**src/rtl/dma_request_arbiter_if.sv**
```systemverilog
// Handshake and register bus between the DMA request arbiter and its surroundings.
// "master" is the system/timing-control side; "slave" is the arbiter itself.
interface dma_request_arbiter_if;
  logic        cs;
  logic        wr;
  logic [2:0]  addr;
  logic [15:0] data_in;
  logic [3:0]  dreq;
  logic        hlda;
  logic        xfer_done;
  logic        hrq;
  logic [3:0]  dack;
  logic [1:0]  ch_sel;
  logic        busy;
  logic        tc;

  modport master (
    output cs, wr, addr, data_in, dreq, hlda, xfer_done,
    input  hrq, dack, ch_sel, busy, tc
  );

  modport slave (
    input  cs, wr, addr, data_in, dreq, hlda, xfer_done,
    output hrq, dack, ch_sel, busy, tc
  );
endinterface

```
**src/rtl/dma_request_arbiter.sv**
```systemverilog
// DMA request/priority stage: picks a channel from four DREQ lines, runs the HRQ/HLDA
// handshake, keeps per-channel transfer counters and pulses TC when a channel finishes.
module dma_request_arbiter #(
  parameter int NCH = 4,
  parameter int CW  = 16
) (
  input  logic                  clk,
  input  logic                  reset,
  dma_request_arbiter_if.slave  bus
);

  typedef enum logic [1:0] {IDLE, REQ, GRANT} state_t;

  state_t           state, state_n;
  logic [CW-1:0]    count   [NCH];
  logic [CW-1:0]    count_n [NCH];
  logic [NCH-1:0]   mask, mask_n;
  logic             rot_en, rot_en_n;
  logic [NCH-1:0]   block_en, block_en_n;
  logic [1:0]       ptr, ptr_n;
  logic             hrq_q, hrq_n;
  logic [NCH-1:0]   dack_q, dack_n;
  logic [1:0]       ch_sel_q, ch_sel_n;
  logic             busy_q, busy_n;
  logic             tc_q, tc_n;

  logic [NCH-1:0]   active;
  logic [1:0]       win;
  logic [1:0]       idx;
  logic             found;
  logic             wr_en;
  logic             leave;

  assign active = bus.dreq & ~mask;
  assign wr_en  = bus.cs & bus.wr & ~bus.hlda;

  assign bus.hrq    = hrq_q;
  assign bus.dack   = dack_q;
  assign bus.ch_sel = ch_sel_q;
  assign bus.busy   = busy_q;
  assign bus.tc     = tc_q;

  // Priority search starts at channel 0, or at the rotation pointer when rotating.
  always_comb begin
    win   = '0;
    found = 1'b0;
    idx   = '0;
    for (int i = 0; i < NCH; i++) begin
      idx = (rot_en ? ptr : 2'd0) + 2'(i);
      if (!found && active[idx]) begin
        win   = idx;
        found = 1'b1;
      end
    end
  end

  always_comb begin
    state_n    = state;
    hrq_n      = hrq_q;
    dack_n     = dack_q;
    ch_sel_n   = ch_sel_q;
    busy_n     = busy_q;
    tc_n       = 1'b0;
    mask_n     = mask;
    count_n    = count;
    rot_en_n   = rot_en;
    block_en_n = block_en;
    ptr_n      = ptr;
    leave      = 1'b0;

    if (wr_en) begin
      case (bus.addr)
        3'd0, 3'd1, 3'd2, 3'd3: count_n[bus.addr[1:0]] = CW'(bus.data_in);
        3'd4: mask_n = bus.data_in[3:0];
        3'd5: begin
          rot_en_n   = bus.data_in[0];
          block_en_n = bus.data_in[7:4];
        end
        default: ;
      endcase
    end

    case (state)
      IDLE: begin
        hrq_n  = 1'b0;
        dack_n = '0;
        busy_n = 1'b0;
        if ((|active) && !bus.hlda) begin
          state_n = REQ;
          hrq_n   = 1'b1;
        end
      end
      REQ: begin
        if (bus.hlda) begin
          if (|active) begin
            state_n  = GRANT;
            ch_sel_n = win;
            dack_n   = 4'b0001 << win;
            busy_n   = 1'b1;
          end else begin
            state_n = IDLE;
            hrq_n   = 1'b0;
          end
        end
      end
      GRANT: begin
        // A transfer landing with an hlda fall is still counted before exiting.
        if (bus.xfer_done) begin
          if (count[ch_sel_q] == '0) begin
            tc_n             = 1'b1;
            mask_n[ch_sel_q] = 1'b1;
            ptr_n            = ch_sel_q + 2'd1;
            leave            = 1'b1;
          end else begin
            count_n[ch_sel_q] = count[ch_sel_q] - CW'(1);
            if (!block_en[ch_sel_q]) begin
              ptr_n = ch_sel_q + 2'd1;
              leave = 1'b1;
            end else if (!bus.hlda) begin
              leave = 1'b1;
            end
          end
        end else if (!bus.hlda) begin
          leave = 1'b1;
        end
        if (leave) begin
          state_n = IDLE;
          hrq_n   = 1'b0;
          dack_n  = '0;
          busy_n  = 1'b0;
        end
      end
      default: state_n = IDLE;
    endcase
  end

  always_ff @(posedge clk or negedge reset) begin
    if (!reset) begin
      state    <= IDLE;
      for (int i = 0; i < NCH; i++) count[i] <= '0;
      mask     <= '1;
      rot_en   <= 1'b0;
      block_en <= '0;
      ptr      <= '0;
      hrq_q    <= 1'b0;
      dack_q   <= '0;
      ch_sel_q <= '0;
      busy_q   <= 1'b0;
      tc_q     <= 1'b0;
    end else begin
      state    <= state_n;
      count    <= count_n;
      mask     <= mask_n;
      rot_en   <= rot_en_n;
      block_en <= block_en_n;
      ptr      <= ptr_n;
      hrq_q    <= hrq_n;
      dack_q   <= dack_n;
      ch_sel_q <= ch_sel_n;
      busy_q   <= busy_n;
      tc_q     <= tc_n;
    end
  end

endmodule
```
**src/flat_wrapper.sv**
```systemverilog
// flat-port wrapper written by rule: the top's interface ports become plain ports
module dma_request_arbiter_flat 
#(
  parameter int NCH = 4,
  parameter int CW  = 16
)
  (clk, reset, bus_cs, bus_wr, bus_addr, bus_data_in, bus_dreq, bus_hlda, bus_xfer_done, bus_hrq, bus_dack, bus_ch_sel, bus_busy, bus_tc);
  dma_request_arbiter_if bus_i ();
  input  logic clk;
  input  logic reset;
  input wire logic [$bits(bus_i.cs)-1:0] bus_cs;
  input wire logic [$bits(bus_i.wr)-1:0] bus_wr;
  input wire logic [$bits(bus_i.addr)-1:0] bus_addr;
  input wire logic [$bits(bus_i.data_in)-1:0] bus_data_in;
  input wire logic [$bits(bus_i.dreq)-1:0] bus_dreq;
  input wire logic [$bits(bus_i.hlda)-1:0] bus_hlda;
  input wire logic [$bits(bus_i.xfer_done)-1:0] bus_xfer_done;
  output wire logic [$bits(bus_i.hrq)-1:0] bus_hrq;
  output wire logic [$bits(bus_i.dack)-1:0] bus_dack;
  output wire logic [$bits(bus_i.ch_sel)-1:0] bus_ch_sel;
  output wire logic [$bits(bus_i.busy)-1:0] bus_busy;
  output wire logic [$bits(bus_i.tc)-1:0] bus_tc;
  assign bus_i.cs = bus_cs;
  assign bus_i.wr = bus_wr;
  assign bus_i.addr = bus_addr;
  assign bus_i.data_in = bus_data_in;
  assign bus_i.dreq = bus_dreq;
  assign bus_i.hlda = bus_hlda;
  assign bus_i.xfer_done = bus_xfer_done;
  assign bus_hrq = bus_i.hrq;
  assign bus_dack = bus_i.dack;
  assign bus_ch_sel = bus_i.ch_sel;
  assign bus_busy = bus_i.busy;
  assign bus_tc = bus_i.tc;
  dma_request_arbiter #(.NCH(NCH), .CW(CW)) u_core (.clk(clk), .reset(reset), .bus(bus_i));
endmodule
```
**config.mk**
```make
export PLATFORM = sky130hd
export DESIGN_NAME = dma_request_arbiter_flat
export DESIGN_NICKNAME = d
export VERILOG_FILES = /design/src/rtl/dma_request_arbiter_if.sv /design/src/rtl/dma_request_arbiter.sv /design/src/flat_wrapper.sv
export SDC_FILE = /design/constraint.sdc
export NUM_CORES = 1
export LEC_CHECK = 0
export ABC_AREA = 1
export CAP_MARGIN = 20
export CORE_MARGIN = 2
export CORE_UTILIZATION = 50
export CTS_CLUSTER_SIZE = 14
export DETAILED_ROUTE_END_ITERATION = 8
export DONT_BUFFER_PORTS = 1
export PLACE_DENSITY = 0.7
export SYNTH_ARGS = -nofsm -noshare
export SYNTH_HDL_FRONTEND = slang
export SYNTH_SLANG_ARGS = --single-unit
```
**constraint.sdc**
```tcl
create_clock -name clk -period 2.9 [get_ports clk]
set_input_delay 0.29 -clock clk [delete_from_list [all_inputs] [get_ports clk]]
set_output_delay 0.29 -clock clk [all_outputs]
set_load 0.01 [all_outputs]
```
==> results of run 1 <==
[flip-flops by register name, indices dropped and copies added, names as in the netlist]
register,count
u_core.bus.busy,1
u_core.state,2
u_core.mask,4
u_core.block_en,4
u_core.bus.ch_sel,2
u_core.ptr,2
u_core.bus.tc,1
u_core.rot_en,1
u_core.bus.hrq,1
u_core.count,64
u_core.bus.dack,4
[power groups by stage]
stage | logic [mW] | clock network (mW) | registers (mW)
5_1_grt | 3.53 | 1.14 | 2.07
3_3_place_gp | 2.95 | 0 | 2.02
2_1_floorplan | 2.47 | 0 | 1.96
6_report | 3.09 | 1.07 | 2.01
4_1_cts | 3.08 | 1.08 | 2.01
3_5_place_dp | 3.03 | 0 | 2.03
[metrics by stage]
step	util	setup WS, ns	cell area (µm²)
CTS	0.5392	0.4485	5819
floorplan	-	0.5760	5508
finish	0.5392	0.4128	5819
global route	0.5392	0.04952	5819
detailed placement	0.5126	0.4469	5533
global placement	0.5126	0.5634	5533
[layout make-up]
| class | instances | area [µm²] |
|---|---|---|
| tap | 140 | 175.2 |
| sequential | 86 | 2157 |
| inverter | 54 | 225.2 |
| multi-input combinational | 612 | 2893 |
| clock inverter | 3 | 90.09 |
| fill | 1047 | 4974 |
| timing repair buffer | 13 | 120.1 |
| clock buffer | 13 | 158.9 |
[worst reg2reg max path, delay by kind of cell (launching register included)]
kind	cells	cell delay [ns]
flip-flops	1	0.46
adder cells (fa/ha/maj)	1	0.25
AND/OR/NAND/NOR	7	0.73
buffers and inverters	1	0.31
AO/OA/AOI/OAI	4	0.62
[cells by family (layout without fill, tap and decap cells)]
kind of cell,count (synthesis),count (layout)
xor gates and xnor gates,12,12
DFF,86,86
AOI/OAI and AO/OA,127,127
adders and majority gates,10,10
buffers and inverters,85,83
and+or+nand+nor,463,463
[worst max-delay path by stage]
stage,slack [ns],to,depth (start not counted),start
finish,0.41,u_core.bus.busy,13,u_core.bus.ch_sel[0]
global route,0.05,u_core.bus.dack[3],14,u_core.bus.ch_sel[0]
CTS,0.45,u_core.count[2],10,u_core.bus.ch_sel[0]
detailed placement,0.45,u_core.count[2],10,u_core.bus.ch_sel[0]
global placement,0.56,u_core.bus.dack[0],13,u_core.bus.ch_sel[0]
floorplan,0.58,u_core.count[12],14,u_core.bus.ch_sel[0]
[cells in the final DEF, fill, tap and decap left out, types with 7 or more instances in the layout]
| cell | synthesis | layout |
|---|---|---|
| buf_4 | 0 | 11 |
| clkbuf_8 | 0 | 11 |
| dfrtp_1 | 82 | 82 |
| ha_1 | 10 | 10 |
| inv_1 | 48 | 48 |
| nand2_1 | 343 | 343 |
| nand2_2 | 18 | 18 |
| nand3_1 | 55 | 55 |
| nor2_1 | 29 | 29 |
| o21ai_0 | 93 | 93 |
| o21ai_1 | 21 | 21 |
| xnor2_1 | 7 | 7 |
[repair_timing]
| action | 4_1_cts | 5_1_grt |
|---|---|---|
| endpoints found under the setup margin | 0 | 0 |
| hold buffers | 2 | 0 |
| hold endpoints to repair | 86 | 0 |
[layer usage]
metal  part of all wire  vias up  GRT usage
li1                   -     2479          -
met1               0.45     2325     0.3417
met2               0.46      167     0.4144
met3              0.066       17    0.04961
met4              0.019        0    0.09066
met5                  0        -          0
==> results.sh, run 1 <==
export IMPL_leakage_nw=2.925
export IMPL_routed_via_density=5.416
export IMPL_clk_pin_slew_worst_paths_ns=0.10
export IMPL_hold_path_end="u_core.bus.hrq"
export IMPL_min_path_type="primary input to flip-flop"
export IMPL_pwr_share_clk=0.173
export IMPL_min_delay_start="bus_hlda"
export IMPL_clock_latency_ns=0.37
export IMPL_areaGrowthSynthToFinish_pct=5.657
export IMPL_cp_top_family="simple AND/OR/NAND/NOR gates"
export IMPL_drive_gt1_frac=0.08707
export IMPL_firstDrtPassIters=6
export IMPL_synth_xor_area_share=0.01908
export IMPL_drcViolationCount=0
export IMPL_max_slew_margin=0.6199
export IMPL_numCtsBuffers=9
export IMPL_htree_num_levels=3
export IMPL_setup_viol=0
export IMPL_synth_top_family_by_area="simple AND/OR/NAND/NOR gates"
export IMPL_clock_path_buffers=2
export IMPL_r2r_start="u_core.bus.ch_sel[0]"
export IMPL_peakVddDrop_uv=396.9
export IMPL_cp_arrival_ns=2.74
export IMPL_finClkSkew_ns=0.01431
export IMPL_portBuffers=0
export IMPL_postSynthCellCount=783
export IMPL_start_util=0.5103
export IMPL_min_path_cells=3
export IMPL_hpwl_um=9383
export IMPL_r2r_cells=13
export IMPL_synth_cell_area_um2=5508
export IMPL_synthAdderAreaFrac=0.02272
export IMPL_p_comb_frac=0.501
export IMPL_cp_required_ns=3.16
export IMPL_ys_seq_area_frac=0.3916
export IMPL_dieWidth_um=109.0
export IMPL_grt_setup_unrepaired="false"
export IMPL_wl_um=14020
export IMPL_avgSynthCellArea_um2=7.034
export IMPL_async_reset_ff_frac=1.000
export IMPL_dpl_cell_count=903
export IMPL_drt_first_iter_violations=432
export IMPL_period_share=0.8577
export IMPL_floorplan_rows=38
export IMPL_syn_nets=822
export IMPL_root_buffer="clkbuf_8"
export IMPL_critPathMaxFanout=21
export IMPL_synth_edf_count=0
export IMPL_timing_fmax_ghz=0.4021
export IMPL_yosys_top_cells_count="nand2_1, o21ai_0, dfrtp_1, nand3_1, inv_1"
export IMPL_tightest_slew_ns=0.5658
export IMPL_pin_count=38
export IMPL_hold_slack_ns=0.1109
export IMPL_drtAntennaViolNets=0
export IMPL_fin_crit_ns=2.487
export IMPL_die_h_um=109.0
export IMPL_via_count=4988
export IMPL_die_area_um2=11870
export IMPL_internal_power_mw=3.388
export IMPL_synth_top_cell_area_share=0.3726
export IMPL_synthDistinctLibCells=31
export IMPL_cp_slowest_cell="dfrtp_1"
export IMPL_yosys_warnings=0
export IMPL_power_frac_seq=0.326
export IMPL_critPathKind="flip-flop to flip-flop"
export IMPL_tns_ns=0
export IMPL_p_switching_mw=2.785
export IMPL_core_area_um2=10790
export IMPL_report_final_hold_viol_count=0
export IMPL_cp_buffers_inverters=1
export IMPL_totalPowerFinal_mw=6.173
export IMPL_slew_violations=0
export IMPL_grt_pass1_wl_um=23330
export IMPL_layout_nets=815
export IMPL_final_cells=921
export IMPL_globalplace_congestion=0.8411
export IMPL_path_cells="buf_4 > o21ai_1 > a21oi_2 > ha_1 > nand2_1 > nor2_1 > nand2_1 > o21ai_1 > nand2_1 > nand2_2 > nand2_2 > nand2_1 > o21ai_0"
export IMPL_cts_resized=0
export IMPL_yosys_area_top_type="dfrtp_1"
export IMPL_synthMostInstantiatedCell="nand2_1"
export IMPL_grt_usage=0.2559
export IMPL_cts_sinks=86
export IMPL_ys_flop_type="dfrtp_1"
export IMPL_yosys_top_cells_area="dfrtp_1, nand2_1, o21ai_0"
export IMPL_grt_overflow=0
export IMPL_max_stage_delay_ns=0.46
export IMPL_synth_simple_area_share=0.3619
export IMPL_cp_end_kind="flip-flop"
export IMPL_grt_max_degree=87
export IMPL_synth_seq_cells=86
export IMPL_synth_mux_area_frac=0
export IMPL_cts_setup_buffers=0
export IMPL_crit_top_cell="nand2_1"
export IMPL_synth_compound_gate_area_share=0.1215
export IMPL_grt_pass1_vias=4793
export IMPL_outcome="completed"
export IMPL_cp_start_kind="flip-flop"
export IMPL_cts_tree="done"
export IMPL_r2r_slack_ns=0.41
export IMPL_antenna_found_initial=0
export IMPL_r2r_end="u_core.bus.busy"
export IMPL_powerDensity_nw_per_um2=1061
export IMPL_p_sw_frac=0.4512
export IMPL_drv_cap=0
export IMPL_antennaDiodeCount=0
export IMPL_wl_per_cell_um=15.22
Power figures use the tool's default switching activity.
==> inputs of run 2 (changes only) <==
--- a/config.mk
+++ b/config.mk
@@ -7,6 +7,7 @@
 export LEC_CHECK = 0
 export ABC_AREA = 1
 export CAP_MARGIN = 20
+export CORE_ASPECT_RATIO = 0.75
 export CORE_MARGIN = 2
 export CORE_UTILIZATION = 50
 export CTS_CLUSTER_SIZE = 14
==> results.sh, run 2 (same netlist as run 1, synthesis figures left out) <==
export IMPL_cp_top_family="simple AND/OR/NAND/NOR gates"
export IMPL_design_area_um2=5871
export IMPL_die_h_um=94.90
export IMPL_critPathKind="flip-flop to flip-flop"
export IMPL_cts_sinks=86
export IMPL_layout_nets=811
export IMPL_critPathMaxFanout=20
export IMPL_r2r_end="u_core.bus.dack[3]"
export IMPL_largest_reg_flops=64
export IMPL_start_util=0.5091
export IMPL_cts_setup_buffers=0
export IMPL_path_cells="inv_4 > a21oi_1 > a32oi_2 > inv_1 > ha_1 > nand2_1 > nor2_1 > nand2_1 > o21ai_1 > nand2_1 > nand2_2 > nand2_2 > nand2_1 > o21ai_0"
export IMPL_routed_via_density=5.473
export IMPL_grt_pass1_vias=4524
export IMPL_grt_setup_unrepaired="false"
export IMPL_r2r_slack_ns=0.45
export IMPL_htree_num_levels=3
export IMPL_n_fill_cell=1034
export IMPL_wl_um=14430
export IMPL_setup_viol=0
export IMPL_slew_violations=0
export IMPL_fin_crit_ns=2.453
export IMPL_die_area_um2=11880
export IMPL_grt_overflow=0
export IMPL_core_area_um2=10820
export IMPL_grt_usage=0.2509
export IMPL_globalplace_congestion=0.9640
export IMPL_dpl_cell_count=899
export IMPL_floorplan_rows=33
export IMPL_fin_ws_ns=0.4466
export IMPL_drtAntennaViolNets=0
export IMPL_layout_commonest_cell="nand2_1"
export IMPL_timing_fmax_ghz=0.4076
export IMPL_dieWidth_um=125.2
export IMPL_fin_util=0.5427
export IMPL_drcViolationCount=0
export IMPL_grt_max_degree=87
export IMPL_portBuffers=0
export IMPL_drt_first_iter_violations=477
export IMPL_crit_top_cell="nand2_1"
export IMPL_tightest_slew_ns=0.7193
export IMPL_max_slew_margin=0.5168
export IMPL_grt_pass1_wl_um=23570
export IMPL_root_buffer="clkbuf_16"
export IMPL_r2r_start="u_core.bus.ch_sel[1]"
export IMPL_layout_common_cells="nand2_1, o21ai_0, dfrtp_1"
export IMPL_drive_gt1_frac=0.08108
export IMPL_hpwl_um=9685
export IMPL_antenna_found_initial=0
export IMPL_cp_buffers_inverters=2
export IMPL_r2r_cells=14
export IMPL_drv_cap=0
export IMPL_via_count=5019
export IMPL_report_final_hold_viol_count=0
export IMPL_min_path_type="primary input to flip-flop"
export IMPL_cp_end_kind="flip-flop"
export IMPL_period_share=0.8460
export IMPL_cp_slowest_cell="dfrtp_1"
export IMPL_numCtsBuffers=9
export IMPL_firstDrtPassIters=5
export IMPL_antennaDiodeCount=0
export IMPL_peakVddDrop_uv=430.7
export IMPL_max_stage_delay_ns=0.55
export IMPL_clock_latency_ns=0.34
export IMPL_post_place_ws_ns=0.4297
export IMPL_hold_path_end="u_core.bus.hrq"
export IMPL_final_cells=917
export IMPL_tns_ns=0
export IMPL_pin_count=38
export IMPL_min_delay_start="bus_hlda"
export IMPL_powerDensity_nw_per_um2=1091
export IMPL_finClkSkew_ns=0.008509
export IMPL_top_register="u_core.count"
export IMPL_cp_start_kind="flip-flop"
export IMPL_clock_path_buffers=2
export IMPL_areaGrowthSynthToFinish_pct=6.588
export IMPL_cp_arrival_ns=2.67
export IMPL_cp_required_ns=3.12
export IMPL_cts_tree="done"
export IMPL_clk_pin_slew_worst_paths_ns=0.06
export IMPL_placed_area_um2=5515
export IMPL_min_path_cells=3
export IMPL_leakage_nw=2.935
export IMPL_wl_per_cell_um=15.74
export IMPL_outcome="completed"
run 2: area by class of cell:
| class | count | area [µm²] | area share |
|---|---|---|---|
| multi-input cells | 612 | 2893 | 0.4928 |
| repair buffers | 9 | 102.6 | 0.01748 |
| clock inverters | 3 | 67.56 | 0.01151 |
| inverters | 54 | 225.2 | 0.03836 |
| well taps | 140 | 175.2 | 0.02984 |
| flip-flops and latches | 86 | 2157 | 0.3674 |
| clock buffers | 13 | 250.2 | 0.04263 |
run 2: through the flow:
step,power (mW),hold WS (ns)
CTS,6.380,0.1437
global route,6.944,0.1662
detailed placement,5.072,-0.001122
global placement,4.992,-0.0005916
finish,6.405,0.1562
floorplan,4.424,-0.005591
run 2: what timing repair did:
item / CTS / global route
hold endpoints to repair: 86 / 0
resized for setup: 0 / 0
hold buffers: 2 / 0
run 2: tightest hold or removal path: stages:
cell     delay, ns
nor3_1        0.04
nand4_1       0.08
nand2_1       0.05
run 2: worst max-delay path by stage:
stage | depth (start not counted) | end | from
after floorplan | 14 | u_core.count[12] | u_core.bus.ch_sel[0]
after global placement | 14 | u_core.bus.dack[3] | u_core.bus.ch_sel[0]
after detailed placement | 10 | u_core.count[49] | u_core.bus.ch_sel[0]
after CTS | 11 | u_core.count[49] | u_core.bus.ch_sel[0]
after global routing | 14 | u_core.bus.busy | u_core.bus.ch_sel[1]
final | 14 | u_core.bus.dack[3] | u_core.bus.ch_sel[1]
run 2: power by group:
group | internal, mW | switching (mW)
Sequential | 1.71 | 0.330
Clock | 0.780 | 0.471
Combinational | 1.05 | 2.06
run 2: layer usage:
layer | GRT usage | wire, µm | vias to the layer above | share of wire
li1 | - | - | 2478 | -
met3 | 0.04816 | 960 | 23 | 0.067
met1 | 0.3717 | 7031 | 2322 | 0.49
met4 | 0.07500 | 184 | 0 | 0.013
met5 | 0 | 0 | - | 0
met2 | 0.3727 | 6252 | 196 | 0.43
==> inputs of run 3 (changes only) <==
--- a/config.mk
+++ b/config.mk
@@ -13,7 +13,7 @@
 export CTS_CLUSTER_SIZE = 14
 export DETAILED_ROUTE_END_ITERATION = 8
 export DONT_BUFFER_PORTS = 1
-export PLACE_DENSITY = 0.7
+export PLACE_DENSITY = 0.73
 export SYNTH_ARGS = -nofsm -noshare
 export SYNTH_HDL_FRONTEND = slang
 export SYNTH_SLANG_ARGS = --single-unit
==> constraint.sdc (replaced) <==
create_clock -name clk -period 2.1 [get_ports clk]
set_input_delay 0.21 -clock clk [delete_from_list [all_inputs] [get_ports clk]]
set_output_delay 0.21 -clock clk [all_outputs]
set_load 0.01 [all_outputs]
==> results.sh, run 3 (same netlist as run 1, synthesis figures left out) <==
export IMPL_fin_ws_ns=-0.06150
export IMPL_firstDrtPassIters=7
export IMPL_globalplace_congestion=0.9475
export IMPL_crit_top_cell="nand2_1"
export IMPL_cts_sinks=86
export IMPL_cts_tree="done"
export IMPL_cp_end_kind="flip-flop"
export IMPL_drcViolationCount=0
export IMPL_slew_violations=0
export IMPL_dpl_cell_count=952
export IMPL_layout_commonest_cell="nand2_1"
export IMPL_critPathKind="flip-flop to flip-flop"
export IMPL_floorplan_rows=33
export IMPL_n_fill_cell=942
export IMPL_regArea_um2=2158
export IMPL_min_path_type="primary input to asynchronous set/reset pin"
export IMPL_grt_pass1_vias=5049
export IMPL_root_buffer="clkbuf_16"
export IMPL_path_cells="inv_6 > buf_12 > nand2_1 > nand3_1 > nand2_2 > nand2_1 > nor2_1 > nand2_2 > nor2_8 > buf_12 > nor2_8 > clkinv_8 > nand2_1 > o21ai_0"
export IMPL_finClkSkew_ns=0.01151
export IMPL_drtAntennaViolNets=0
export IMPL_peakVddDrop_uv=818.2
export IMPL_drv_cap=0
export IMPL_via_count=5559
export IMPL_dieWidth_um=125.2
export IMPL_post_place_ws_ns=-0.1814
export IMPL_setup_viol=36
export IMPL_totalPowerFinal_mw=10.31
export IMPL_cp_slowest_cell="dfrtp_2"
export IMPL_die_area_um2=11880
export IMPL_outcome="finished, violations left"
export IMPL_htree_num_levels=3
export IMPL_critPathMaxFanout=23
export IMPL_cp_arrival_ns=2.37
export IMPL_fin_util=0.6059
export IMPL_tightest_slew_ns=0.4847
export IMPL_report_final_hold_viol_count=86
export IMPL_cp_start_kind="flip-flop"
export IMPL_max_stage_delay_ns=0.48
export IMPL_routed_via_density=5.696
export IMPL_portBuffers=0
export IMPL_drive_gt1_frac=0.1938
export IMPL_layout_common_cells="nand2_1, dfrtp_1, o21ai_0"
export IMPL_hpwl_um=10940
export IMPL_multi_input_area_um2=3059
export IMPL_pin_count=38
export IMPL_numCtsBuffers=9
export IMPL_grt_pass1_wl_um=26150
export IMPL_violations="hold timing, setup timing"
export IMPL_drt_first_iter_violations=612
export IMPL_grt_setup_unrepaired="true"
export IMPL_max_slew_margin=0.6760
export IMPL_layout_nets=870
export IMPL_grt_usage=0.2813
export IMPL_largest_reg_flops=64
export IMPL_start_util=0.5091
export IMPL_wl_per_cell_um=17.42
export IMPL_areaGrowthSynthToFinish_pct=19.01
export IMPL_antennaDiodeCount=0
export IMPL_final_cells=976
export IMPL_grt_max_degree=87
export IMPL_grt_overflow=0
export IMPL_cp_required_ns=2.31
export IMPL_antenna_found_initial=0
export IMPL_clock_path_buffers=2
export IMPL_top_register="u_core.count"
export IMPL_hold_slack_ns=-0.4386
export IMPL_period_share=1.029
export IMPL_powerDensity_nw_per_um2=1573
export IMPL_clk_pin_slew_worst_paths_ns=0.07
export IMPL_core_area_um2=10820
export IMPL_fin_crit_ns=2.161
export IMPL_timing_fmax_ghz=0.4626
export IMPL_leakage_nw=3.261
export IMPL_die_h_um=94.90
export IMPL_wl_um=17000
export IMPL_clock_latency_ns=0.35
[run 3: cell count changes in the layout (fill, tap and decap cells not counted), moves of 5 or more]
cell	change
nor2_1	-6
o21ai_1	+9
buf_12	+5
nand2_1	-8
inv_1	-5
clkinv_8	+5
buf_4	+49
o21ai_0	-13
nand2_2	+5
inv_6	+5
[run 3: metrics by stage]
step	area (µm²)	TNS (ns)
after floorplan	5559	-7.729
after global placement	6021	-2.138
after detailed placement	6021	-6.807
after CTS	6412	-0.1008
after global routing	6555	-5.108
final	6555	-0.9256
[run 3: repair_timing]
| action | 4_1_cts | 5_1_grt |
|---|---|---|
| endpoints found under the hold margin | 86 | 86 |
| gates cloned | 2 | 3 |
| pin swaps | 4 | 1 |
| gates resized for setup | 17 | 33 |
| setup buffers | 2 | 1 |
| setup endpoints to repair | 72 | 78 |
[run 3: worst paths after layout]
kind	start	to	slack (ns)	depth (start not counted)
setup / recovery	u_core.bus.ch_sel[0]	u_core.count[48]	-0.06	14
hold / removal	reset	u_core.count[24]	-0.44	0
setup reg to reg	u_core.bus.ch_sel[0]	u_core.count[48]	-0.06	14
hold reg to reg	u_core.block_en[0]	u_core.block_en[0]	0.49	2
max in group asynchronous	reset	u_core.mask[2]	2.31	0
min in group clk	bus_hlda	u_core.bus.hrq	0.07	3
[run 3: worst max-delay path: cells and delay by family, from the launching register on]
family	cells	cell delay, ns
flip-flops	1	0.48
AND/OR/NAND/NOR	9	0.87
AO/OA/AOI/OAI	1	0.09
buffers and inverters	4	0.56
[run 3: layout make-up]
type | instances | share of cell area
clock buffer | 10 | 0.03646
clock inverter | 6 | 0.006872
inverter | 54 | 0.04047
multi-input combinational | 612 | 0.4667
sequential | 86 | 0.3293
tap | 140 | 0.02672
timing repair buffer | 63 | 0.08532
timing repair inverter | 5 | 0.008208
[run 3: metal layers]
| metal | GRT usage | up-vias | wire length, µm |
|---|---|---|---|
| met4 | 0.08519 | 0 | 293 |
| li1 | - | 2602 | - |
| met1 | 0.3996 | 2631 | 7463 |
| met2 | 0.4398 | 296 | 7692 |
| met3 | 0.05269 | 30 | 1553 |
| met5 | 0 | - | 0 |
[run 3: report_power, final]
group          leakage (nW)  switching [mW]  internal [mW]
clock                 0.131           0.713          0.839
combinational          2.03            3.46           2.45
sequential             1.10           0.488           2.36
total                  3.26            4.66           5.65
